File: config.mk
export PLATFORM = sky130hd
export DESIGN_NAME = bcd_div4_sweep_flat
export DESIGN_NICKNAME = d
export VERILOG_FILES = /design/src/rtl/bcd_div4_sweep_pkg.sv /design/src/rtl/bcd_div4_sweep_if.sv /design/src/rtl/bcd_div4_sweep_check.sv /design/src/rtl/bcd_div4_sweep.sv /design/src/flat_wrapper.sv
export SDC_FILE = /design/constraint.sdc
export NUM_CORES = 1
export LEC_CHECK = 0
export CORE_ASPECT_RATIO = 1.25
export CORE_MARGIN = 2
export CORE_UTILIZATION = 52
export CTS_CLUSTER_DIAMETER = 50
export DETAILED_ROUTE_END_ITERATION = 16
export GPL_TIMING_DRIVEN = 0
export PLACE_DENSITY = 0.86
export SLEW_MARGIN = 5
export SYNTH_ARGS = -nofsm -noshare
export SYNTH_HDL_FRONTEND = slang
export SYNTH_SLANG_ARGS = --single-unit
File: constraint.sdc
create_clock -name clk -period 2.86 [get_ports clk]
set_input_delay 0.572 -clock clk [delete_from_list [all_inputs] [get_ports clk]]
set_output_delay 0.572 -clock clk [all_outputs]
set_load 0.05 [all_outputs]
File: src/rtl/bcd_div4_sweep_pkg.sv
// Shared types, constants and BCD helpers for the divisible-by-4 sweep block.
package bcd_div4_pkg;

    // Sweep sequencer states.
    typedef enum logic [1:0] {
        IDLE  = 2'd0,
        CHECK = 2'd1,
        EMIT  = 2'd2,
        DONE  = 2'd3
    } state_t;

    // One BCD digit.
    typedef logic [3:0] digit_t;

    // Two-digit BCD value, tens in the upper nibble.
    typedef struct packed {
        digit_t tens;
        digit_t ones;
    } bcd2_t;

    localparam digit_t BCD_MAX = 4'd9;

    // Next BCD value. 99 is never incremented because the sweep stops at End.
    function automatic bcd2_t bcd_inc(input bcd2_t v);
        bcd2_t r;
        r = v;
        if (v.ones >= BCD_MAX) begin
            r.ones = 4'd0;
            r.tens = v.tens + 4'd1;
        end else begin
            r.ones = v.ones + 4'd1;
        end
        return r;
    endfunction

    // a <= b for two-digit BCD values: tens decide unless they are equal.
    function automatic logic bcd_le(input bcd2_t a, input bcd2_t b);
        if (a.tens != b.tens) begin
            return a.tens < b.tens;
        end
        return a.ones <= b.ones;
    endfunction

endpackage

File: src/rtl/bcd_div4_sweep_if.sv
// Output stream of divisible values.
// Handshake: a value transfers on a rising edge where out_valid && out_ready;
// while out_valid is high and out_ready is low, out_t/out_o stay stable and
// out_valid stays high. out_valid never depends combinationally on out_ready.
interface bcd_div4_sweep_if;
    import bcd_div4_pkg::*;

    logic   out_valid;
    logic   out_ready;
    digit_t out_t;
    digit_t out_o;

    modport master (output out_valid, output out_t, output out_o, input out_ready);
    modport slave  (input out_valid, input out_t, input out_o, output out_ready);
endinterface

File: src/rtl/bcd_div4_sweep_check.sv
// Combinational divisible-by-4 test on a two-digit BCD value.
module bcd_div4_check
    import bcd_div4_pkg::*;
(
    input  bcd2_t value,
    output logic  divisible
);

    logic [7:0] binary;

    // Convert to binary and test the low two bits; synthesis folds this to a
    // few gates since only tens parity and the ones digit matter.
    always_comb begin
        binary    = ({4'd0, value.tens} * 8'd10) + {4'd0, value.ones};
        divisible = ((binary % 8'd4) == 8'd0);
    end

endmodule

File: src/rtl/bcd_div4_sweep.sv
// Walks an inclusive two-digit BCD range, streams each value divisible by 4
// over a valid/ready handshake, counts accepted hits and flags bad ranges.
module bcd_div4_sweep
    import bcd_div4_pkg::*;
#(
    parameter int COUNT_W = 5
) (
    input  logic                 clk,
    input  logic                 rst_n,
    input  logic                 start,
    input  digit_t               start_t,
    input  digit_t               start_o,
    input  digit_t               end_t,
    input  digit_t               end_o,
    output logic                 busy,
    output logic [COUNT_W-1:0]   count,
    output logic                 done,
    output logic                 error,
    output state_t               state_dbg,
    bcd_div4_sweep_if.master     stream
);

    state_t               state;
    bcd2_t                cur;
    bcd2_t                last;
    logic                 busy_q;
    logic                 valid_q;
    digit_t               out_t_q;
    digit_t               out_o_q;
    logic [COUNT_W-1:0]   count_q;
    logic                 done_q;
    logic                 error_q;
    logic                 divisible;
    logic                 range_ok;
    bcd2_t                req_first;
    bcd2_t                req_last;

    bcd_div4_check u_check (
        .value     (cur),
        .divisible (divisible)
    );

    // Request decode: all digits legal and first value not above last value.
    always_comb begin
        req_first = '{tens: start_t, ones: start_o};
        req_last  = '{tens: end_t,   ones: end_o};
        range_ok  = (start_t <= BCD_MAX) && (start_o <= BCD_MAX) &&
                    (end_t   <= BCD_MAX) && (end_o   <= BCD_MAX) &&
                    bcd_le(req_first, req_last);
    end

    // Sweep FSM with all outputs registered on the state being entered.
    always_ff @(posedge clk or negedge rst_n) begin
        if (!rst_n) begin
            state   <= IDLE;
            cur     <= '0;
            last    <= '0;
            busy_q  <= 1'b0;
            valid_q <= 1'b0;
            out_t_q <= '0;
            out_o_q <= '0;
            count_q <= '0;
            done_q  <= 1'b0;
            error_q <= 1'b0;
        end else begin
            done_q <= 1'b0;
            unique case (state)
                IDLE: begin
                    if (start) begin
                        last    <= req_last;
                        count_q <= '0;
                        if (range_ok) begin
                            error_q <= 1'b0;
                            cur     <= req_first;
                            busy_q  <= 1'b1;
                            state   <= CHECK;
                        end else begin
                            error_q <= 1'b1;
                            done_q  <= 1'b1;
                            state   <= DONE;
                        end
                    end
                end
                CHECK: begin
                    if (divisible) begin
                        valid_q <= 1'b1;
                        out_t_q <= cur.tens;
                        out_o_q <= cur.ones;
                        state   <= EMIT;
                    end else if (cur == last) begin
                        busy_q <= 1'b0;
                        done_q <= 1'b1;
                        state  <= DONE;
                    end else begin
                        cur <= bcd_inc(cur);
                    end
                end
                EMIT: begin
                    if (stream.out_ready) begin
                        valid_q <= 1'b0;
                        count_q <= count_q + COUNT_W'(1);
                        if (cur == last) begin
                            busy_q <= 1'b0;
                            done_q <= 1'b1;
                            state  <= DONE;
                        end else begin
                            cur   <= bcd_inc(cur);
                            state <= CHECK;
                        end
                    end
                end
                DONE: begin
                    state <= IDLE;
                end
                default: begin
                    state <= IDLE;
                end
            endcase
        end
    end

    assign busy             = busy_q;
    assign count            = count_q;
    assign done             = done_q;
    assign error            = error_q;
    assign state_dbg        = state;
    assign stream.out_valid = valid_q;
    assign stream.out_t     = out_t_q;
    assign stream.out_o     = out_o_q;

endmodule

File: src/flat_wrapper.sv
// flat-port wrapper written by rule: the top's interface ports become plain ports
module bcd_div4_sweep_flat import bcd_div4_pkg::*;
#(
    parameter int COUNT_W = 5
)
  (clk, rst_n, start, start_t, start_o, end_t, end_o, busy, count, done, error, state_dbg, stream_out_valid, stream_out_t, stream_out_o, stream_out_ready);
  bcd_div4_sweep_if stream_i ();
  input  logic clk;
  input  logic rst_n;
  input  logic start;
  input  digit_t start_t;
  input  digit_t start_o;
  input  digit_t end_t;
  input  digit_t end_o;
  output logic busy;
  output logic [COUNT_W-1:0] count;
  output logic done;
  output logic error;
  output state_t state_dbg;
  output wire logic [$bits(stream_i.out_valid)-1:0] stream_out_valid;
  output wire logic [$bits(stream_i.out_t)-1:0] stream_out_t;
  output wire logic [$bits(stream_i.out_o)-1:0] stream_out_o;
  input wire logic [$bits(stream_i.out_ready)-1:0] stream_out_ready;
  assign stream_out_valid = stream_i.out_valid;
  assign stream_out_t = stream_i.out_t;
  assign stream_out_o = stream_i.out_o;
  assign stream_i.out_ready = stream_out_ready;
  bcd_div4_sweep #(.COUNT_W(COUNT_W)) u_core (.clk(clk), .rst_n(rst_n), .start(start), .start_t(start_t), .start_o(start_o), .end_t(end_t), .end_o(end_o), .busy(busy), .count(count), .done(done), .error(error), .state_dbg(state_dbg), .stream(stream_i));
endmodule
==> reports/metrics.cfg, run 1 <==
[status]
status = completed

[synth]
ys.warnings.count = 0
syn-instance-count = 225
yosys.area.top_type = dfrtp_1
syn_avg_cell_area_um2 = 9.57
ys_top_cells_by_count = 35 x dfrtp_1, 24 x o21ai_0, 21 x nand2_1
synth_flop_cell = dfrtp_1
synth_area_leaders = dfrtp_1 41%, ha_1 9.9%, o21ai_0 5.6%, mux2_2 3.7%, nand2_1 3.7%
syn_nets = 262
yosysTopAreaCellShare = 0.407
synth_edf_count = 0
synth_area_um2 = 2150
ys_seq_area_frac = 0.407
yosysMostFrequentCell = dfrtp_1
ys_ff_latch = 35
synthArstFlopShare = 1.00
synth_cell_types = 47

[floorplanning]
initial_core_util = 0.534
fp.coreArea_um2 = 4030
ios = 39
num_rows = 26
die_h_um = 75.9
die_w_um = 61.6
fp.dieArea_um2 = 4670

[grt]
grt_pass1_wl_um = 8020
grt_max_degree = 36
met3_usage = 0.0495
grt_use_met2 = 0.392
busiest_layer = met2
grtUsageMet1 = 0.257
grtUsageTotal = 0.228
grt_pass1_vias = 1829
antenna_found_initial = 0
overflow = 0

[clocking]
root_buffer = clkbuf_8
cts.clk_slew.worst_paths_ns = 0.07
clockBufferDepth = 2
clkLatencyLatePin_ns = 0.29
holdBufCountCts = 0
post_cts_buffers = 0
cts_resized = 0
htree_levels = 2
cts_num_sinks = 35
cts_made_buffers = 5
cts_tree = done

[sta]
tightest_slew_ns = 0.788
period_share = 0.933
setup_ws_ns = 0.193
hold_violations = 0
min_period_ns = 2.67
relSlewSlack = 0.475
fin_skew_ns = 0.00312
holdWs_ns = 0.363
setup_viol = 0
fin_setup_tns_ns = 0
fmax_mhz = 375
drv_slew = 0
rsz0062_at_grt = no

[placement]
gp_congestion = 0.880
numPortBuffers = 38
hpwl_um = 3600
dp_cells = 319
post-place-ws_ns = -0.0834

[layout]
diodes = 0
fin_nets = 307
final_cells = 327
drive_gt1_frac = 0.107
area_growth_pct = 26.1

[worst_setup_path]
path_class = in -> reg
rr_worst_depth = 9
cpPeakStageDelay_ns = 0.59
endpoint_kind = flop
worstPathArrival_ns = 2.81
cp.required_ns = 3.00
path_max_fanout = 9
ff2ff_setup_slack_ns = 0.41
reg2reg_to = u_core.cur[2]
crit_path_start_kind = input port
cp_slowest_cell = nor4_4
r2r-start = u_core.state_dbg[0]
crit_chain = clkdlybuf4s50_1 > ha_1 > nor2b_1 > o211ai_1 > a21oi_1 > nor4_4 > mux2i_1 > o311ai_0

[drt]
drc = 0
dr.first_iter.drc_count = 119
avgRoutedWirePerCell_um = 14.6
final_antenna_net_count = 0
routed_wl_um = 4770
drt-vias-per-instance = 5.62
via_count = 1838
dr.pass1.iters = 4

[flow_run]
cap_violations = 0

[power]
p_leak_nw = 1.21
irDropWorstVdd_v = 0.000536
total_power_mw = 3.37
p_per_area_nw_per_um2 = 1240

[worst_hold_path]
hp-class = in -> async

-- final cells by class --
class	count	area, um^2
well taps	56	70.1
multi-input cells	162	1150
fillers	324	1320
flip-flops and latches	35	876
clock buffers	6	82.6
repair buffers	38	375
clock inverters	2	35.0
inverters	20	75.1
plain buffers	8	48.8
-- per-stage QoR --
step	area (um^2)	utilization
after global routing	2720	0.673
after floorplan	2150	-
after CTS	2720	0.673
after detailed placement	2600	0.644
final	2720	0.673
after global placement	2600	0.645
-- cell families after synthesis --
group / synth area share
xor gates and xnor gates: 0.0447
and+or+nand+nor: 0.169
muxes: 0.0529
AOI/OAI and AO/OA: 0.170
adders and majority gates: 0.0988
buffers and inverters: 0.0575
DFF: 0.407
-- critical path: cells and delay by family --
| family | cells | cell delay, ns |
|---|---|---|
| AO/OA/AOI/OAI | 3 | 0.46 |
| adder cells (fa/ha/maj) | 1 | 0.34 |
| buffers and inverters | 1 | 0.47 |
| AND/OR/NAND/NOR | 2 | 0.72 |
| multiplexers | 1 | 0.24 |
-- worst max-delay path by stage --
stage / startpoint / endpoint / slack, ns / depth (start not counted)
floorplan: u_core.state_dbg[0] / u_core.cur[4] / 0.32 / 9
global placement: start_t[1] / u_core.cur[2] / -0.06 / 8
detailed placement: end_t[1] / u_core.cur[2] / -0.08 / 9
CTS: end_t[1] / u_core.cur[2] / 0.19 / 10
global route: end_t[1] / u_core.cur[3] / 0.09 / 9
finish: start_t[1] / u_core.cur[2] / 0.19 / 8
-- routing by layer --
layer  part of all wire  routed length [um]  up-vias
li1                   -                   -      880
met1               0.39                1840      882
met2               0.55                2620       68
met3              0.046                 220        8
met4              0.019                  91        0
met5                  0                   0        -
-- placed cells by master (no fill, tap or decap), drive strengths merged, types with 6 or more instances in the layout --
cell | netlist | routed
o21ai | 24 | 24
clkdlybuf4s50 | 0 | 37
nor2 | 14 | 14
buf | 5 | 6
dfrtp | 35 | 35
inv | 19 | 19
a21oi | 8 | 8
nand2 | 22 | 22
clkbuf | 3 | 9
mux2 | 8 | 8
nand4 | 8 | 8
xnor2 | 9 | 9
ha | 17 | 17
-- registers in the layout (all words and copies together), names as in the netlist --
| name | count |
|---|---|
| u_core.cur | 8 |
| u_core.last | 8 |
| u_core.count | 5 |
| u_core.stream.out_o | 4 |
| u_core.stream.out_t | 4 |
| u_core.state_dbg | 2 |
| u_core.busy | 1 |
| u_core.done | 1 |
| u_core.error | 1 |
| u_core.stream.out_valid | 1 |
-- report_power, final --
group	internal, mW	total, mW	switching [mW]
Sequential	0.711	0.928	0.218
Combinational	0.808	1.98	1.18
Clock	0.282	0.462	0.180
(Power assumes the default switching activity.)
==> run 2, diff against run 1 <==
--- a/config.mk
+++ b/config.mk
@@ -12,6 +12,7 @@
 export DETAILED_ROUTE_END_ITERATION = 16
 export GPL_TIMING_DRIVEN = 0
 export PLACE_DENSITY = 0.86
+export SETUP_SLACK_MARGIN = 0.02
 export SLEW_MARGIN = 5
 export SYNTH_ARGS = -nofsm -noshare
 export SYNTH_HDL_FRONTEND = slang
==> results of run 2 <==
Final layout, timing and power as in run 1 (identical DEF).
==> run 3, diff against run 2 <==
--- a/config.mk
+++ b/config.mk
@@ -10,7 +10,6 @@
 export CORE_UTILIZATION = 52
 export CTS_CLUSTER_DIAMETER = 50
 export DETAILED_ROUTE_END_ITERATION = 16
-export GPL_TIMING_DRIVEN = 0
 export PLACE_DENSITY = 0.86
 export SETUP_SLACK_MARGIN = 0.02
 export SLEW_MARGIN = 5
==> run 3 against run 2 <==
Net effect:
- global-route usage is 0.65 points lower
- setup slack better by 0.12 ns
- highest routed layer unchanged
- cell count is 1.5% lower
- critical path depth is 2 higher
- core utilization is 1.0 points lower
- flip-flop and latch count stayed put
==> reports/metrics.cfg, run 3 (synthesis results as in run 1) <==
[clocking]
post_cts_buffers = 0
root_buffer = clkbuf_8
htree_levels = 2
cts_tree = done
clockBufferDepth = 2
clkLatencyLatePin_ns = 0.29
cts_made_buffers = 5
holdBufCountCts = 0
cts_num_sinks = 35
cts_resized = 0
cts.clk_slew.worst_paths_ns = 0.07

[sta]
fin_setup_tns_ns = 0
relSlewSlack = 0.617
tightest_slew_ns = 0.573
drv_slew = 0
rsz0062_at_grt = no
hold_violations = 0
period_share = 0.891
fin_skew_ns = 0.00438
fmax_mhz = 392
min_period_ns = 2.55
setup_ws_ns = 0.311
setup_viol = 0

[floorplanning]
ios = 39
fp.coreArea_um2 = 4030
die_h_um = 75.9
initial_core_util = 0.534
num_rows = 26
die_w_um = 61.6
fp.dieArea_um2 = 4670

[placement]
numPortBuffers = 38
gp_congestion = 0.804
hpwl_um = 3580
post-place-ws_ns = 0.0156

[grt]
grtUsageTotal = 0.222
grt_pass1_vias = 1805
grt_max_degree = 36
grt_pass1_wl_um = 7860
overflow = 0
antenna_found_initial = 0

[worst_hold_path]
whs_path_depth = 2
hp-class = reg -> reg

[worst_setup_path]
cpPeakStageDelay_ns = 0.47
cp_slowest_cell = clkdlybuf4s50_1
path_class = in -> reg
endpoint_kind = flop
crit_path_start_kind = input port
worstPathArrival_ns = 2.71
crit_cells = 10
cp.required_ns = 3.02
cp_top_family = buffers and inverters
critPathBufInv = 3
path_max_fanout = 18
rr_worst_depth = 9
crit_chain = clkdlybuf4s50_1 > inv_1 > ha_1 > nor2b_1 > o211ai_1 > a21oi_1 > nor4_4 > buf_12 > mux2i_1 > o311ai_0

[power]
p_per_area_nw_per_um2 = 1230
irDropWorstVdd_v = 0.000479
p_leak_nw = 1.18

[layout]
nFillCells = 347
diodes = 0
drive_gt1_frac = 0.0940
layout_commonest_cell = clkdlybuf4s50_1
seqCellArea_um2 = 876
multiInputGateArea_um2 = 1150
fin_nets = 302
final_cell_mix = 38 x clkdlybuf4s50_1, 35 x dfrtp_1, 24 x o21ai_0
area_growth_pct = 24.2

[drt]
dr.pass1.iters = 4
final_antenna_net_count = 0
drc = 0
avgRoutedWirePerCell_um = 14.7
dr.first_iter.drc_count = 119
via_count = 1811
drt-vias-per-instance = 5.62
routed_wl_um = 4730

[status]
status = completed

[flow_run]
cap_violations = 0

## run 3: worst min-delay path, stage by stage (launching register included)
cell and delay [ns]:
dfrtp_1 0.34, nand2_1 0.04, o21ai_0 0.06
## run 3: per-stage QoR
stage | total power, mW | cell area [um^2] | util | hold WS (ns) | instances
6_report | 3.28 | 2680 | 0.663 | 0.481 | 322
2_1_floorplan | 2.38 | 2150 | - | 0.276 | 225
3_5_place_dp | 2.94 | 2590 | 0.642 | 0.470 | 314
4_1_cts | 3.29 | 2680 | 0.663 | 0.487 | 322
3_3_place_gp | 2.86 | 2590 | 0.642 | 0.464 | 314
5_1_grt | 3.51 | 2680 | 0.663 | 0.519 | 322
## run 3: cell type report
type / count / area share
sequential: 35 / 0.327
clock buffer: 6 / 0.0271
clock inverter: 2 / 0.00468
inverter: 20 / 0.0281
tap: 56 / 0.0262
multi-input combinational: 162 / 0.431
timing repair buffer: 41 / 0.155
## run 3: report_power, final
part	total (mW)	internal, mW	leakage (nW)	switching (mW)
Clock	0.351	0.170	0.0412	0.181
Combinational	2.00	0.826	0.709	1.17
Sequential	0.935	0.711	0.429	0.224
Total	3.28	1.71	1.18	1.57
## run 3: worst paths after layout
path	end	start	slack [ns]
max in group asynchronous	u_core.last[2]	rst_n	1.84
worst min register to register	u_core.stream.out_o[1]	u_core.stream.out_o[1]	0.48
min in group asynchronous	u_core.stream.out_t[0]	rst_n	0.70
worst max-delay path	u_core.cur[2]	end_t[1]	0.31
worst max register to register	u_core.cur[2]	u_core.state_dbg[0]	0.52
worst min-delay path	u_core.stream.out_o[1]	u_core.stream.out_o[1]	0.48
## run 3: layer usage
| layer | global-route usage | part of all wire | wire length, um | vias up |
|---|---|---|---|---|
| li1 | - | - | - | 869 |
| met1 | 0.262 | 0.41 | 1930 | 869 |
| met2 | 0.360 | 0.53 | 2490 | 60 |
| met3 | 0.0478 | 0.037 | 175 | 13 |
| met4 | 0.117 | 0.027 | 129 | 0 |
| met5 | 0 | 0 | 0 | - |
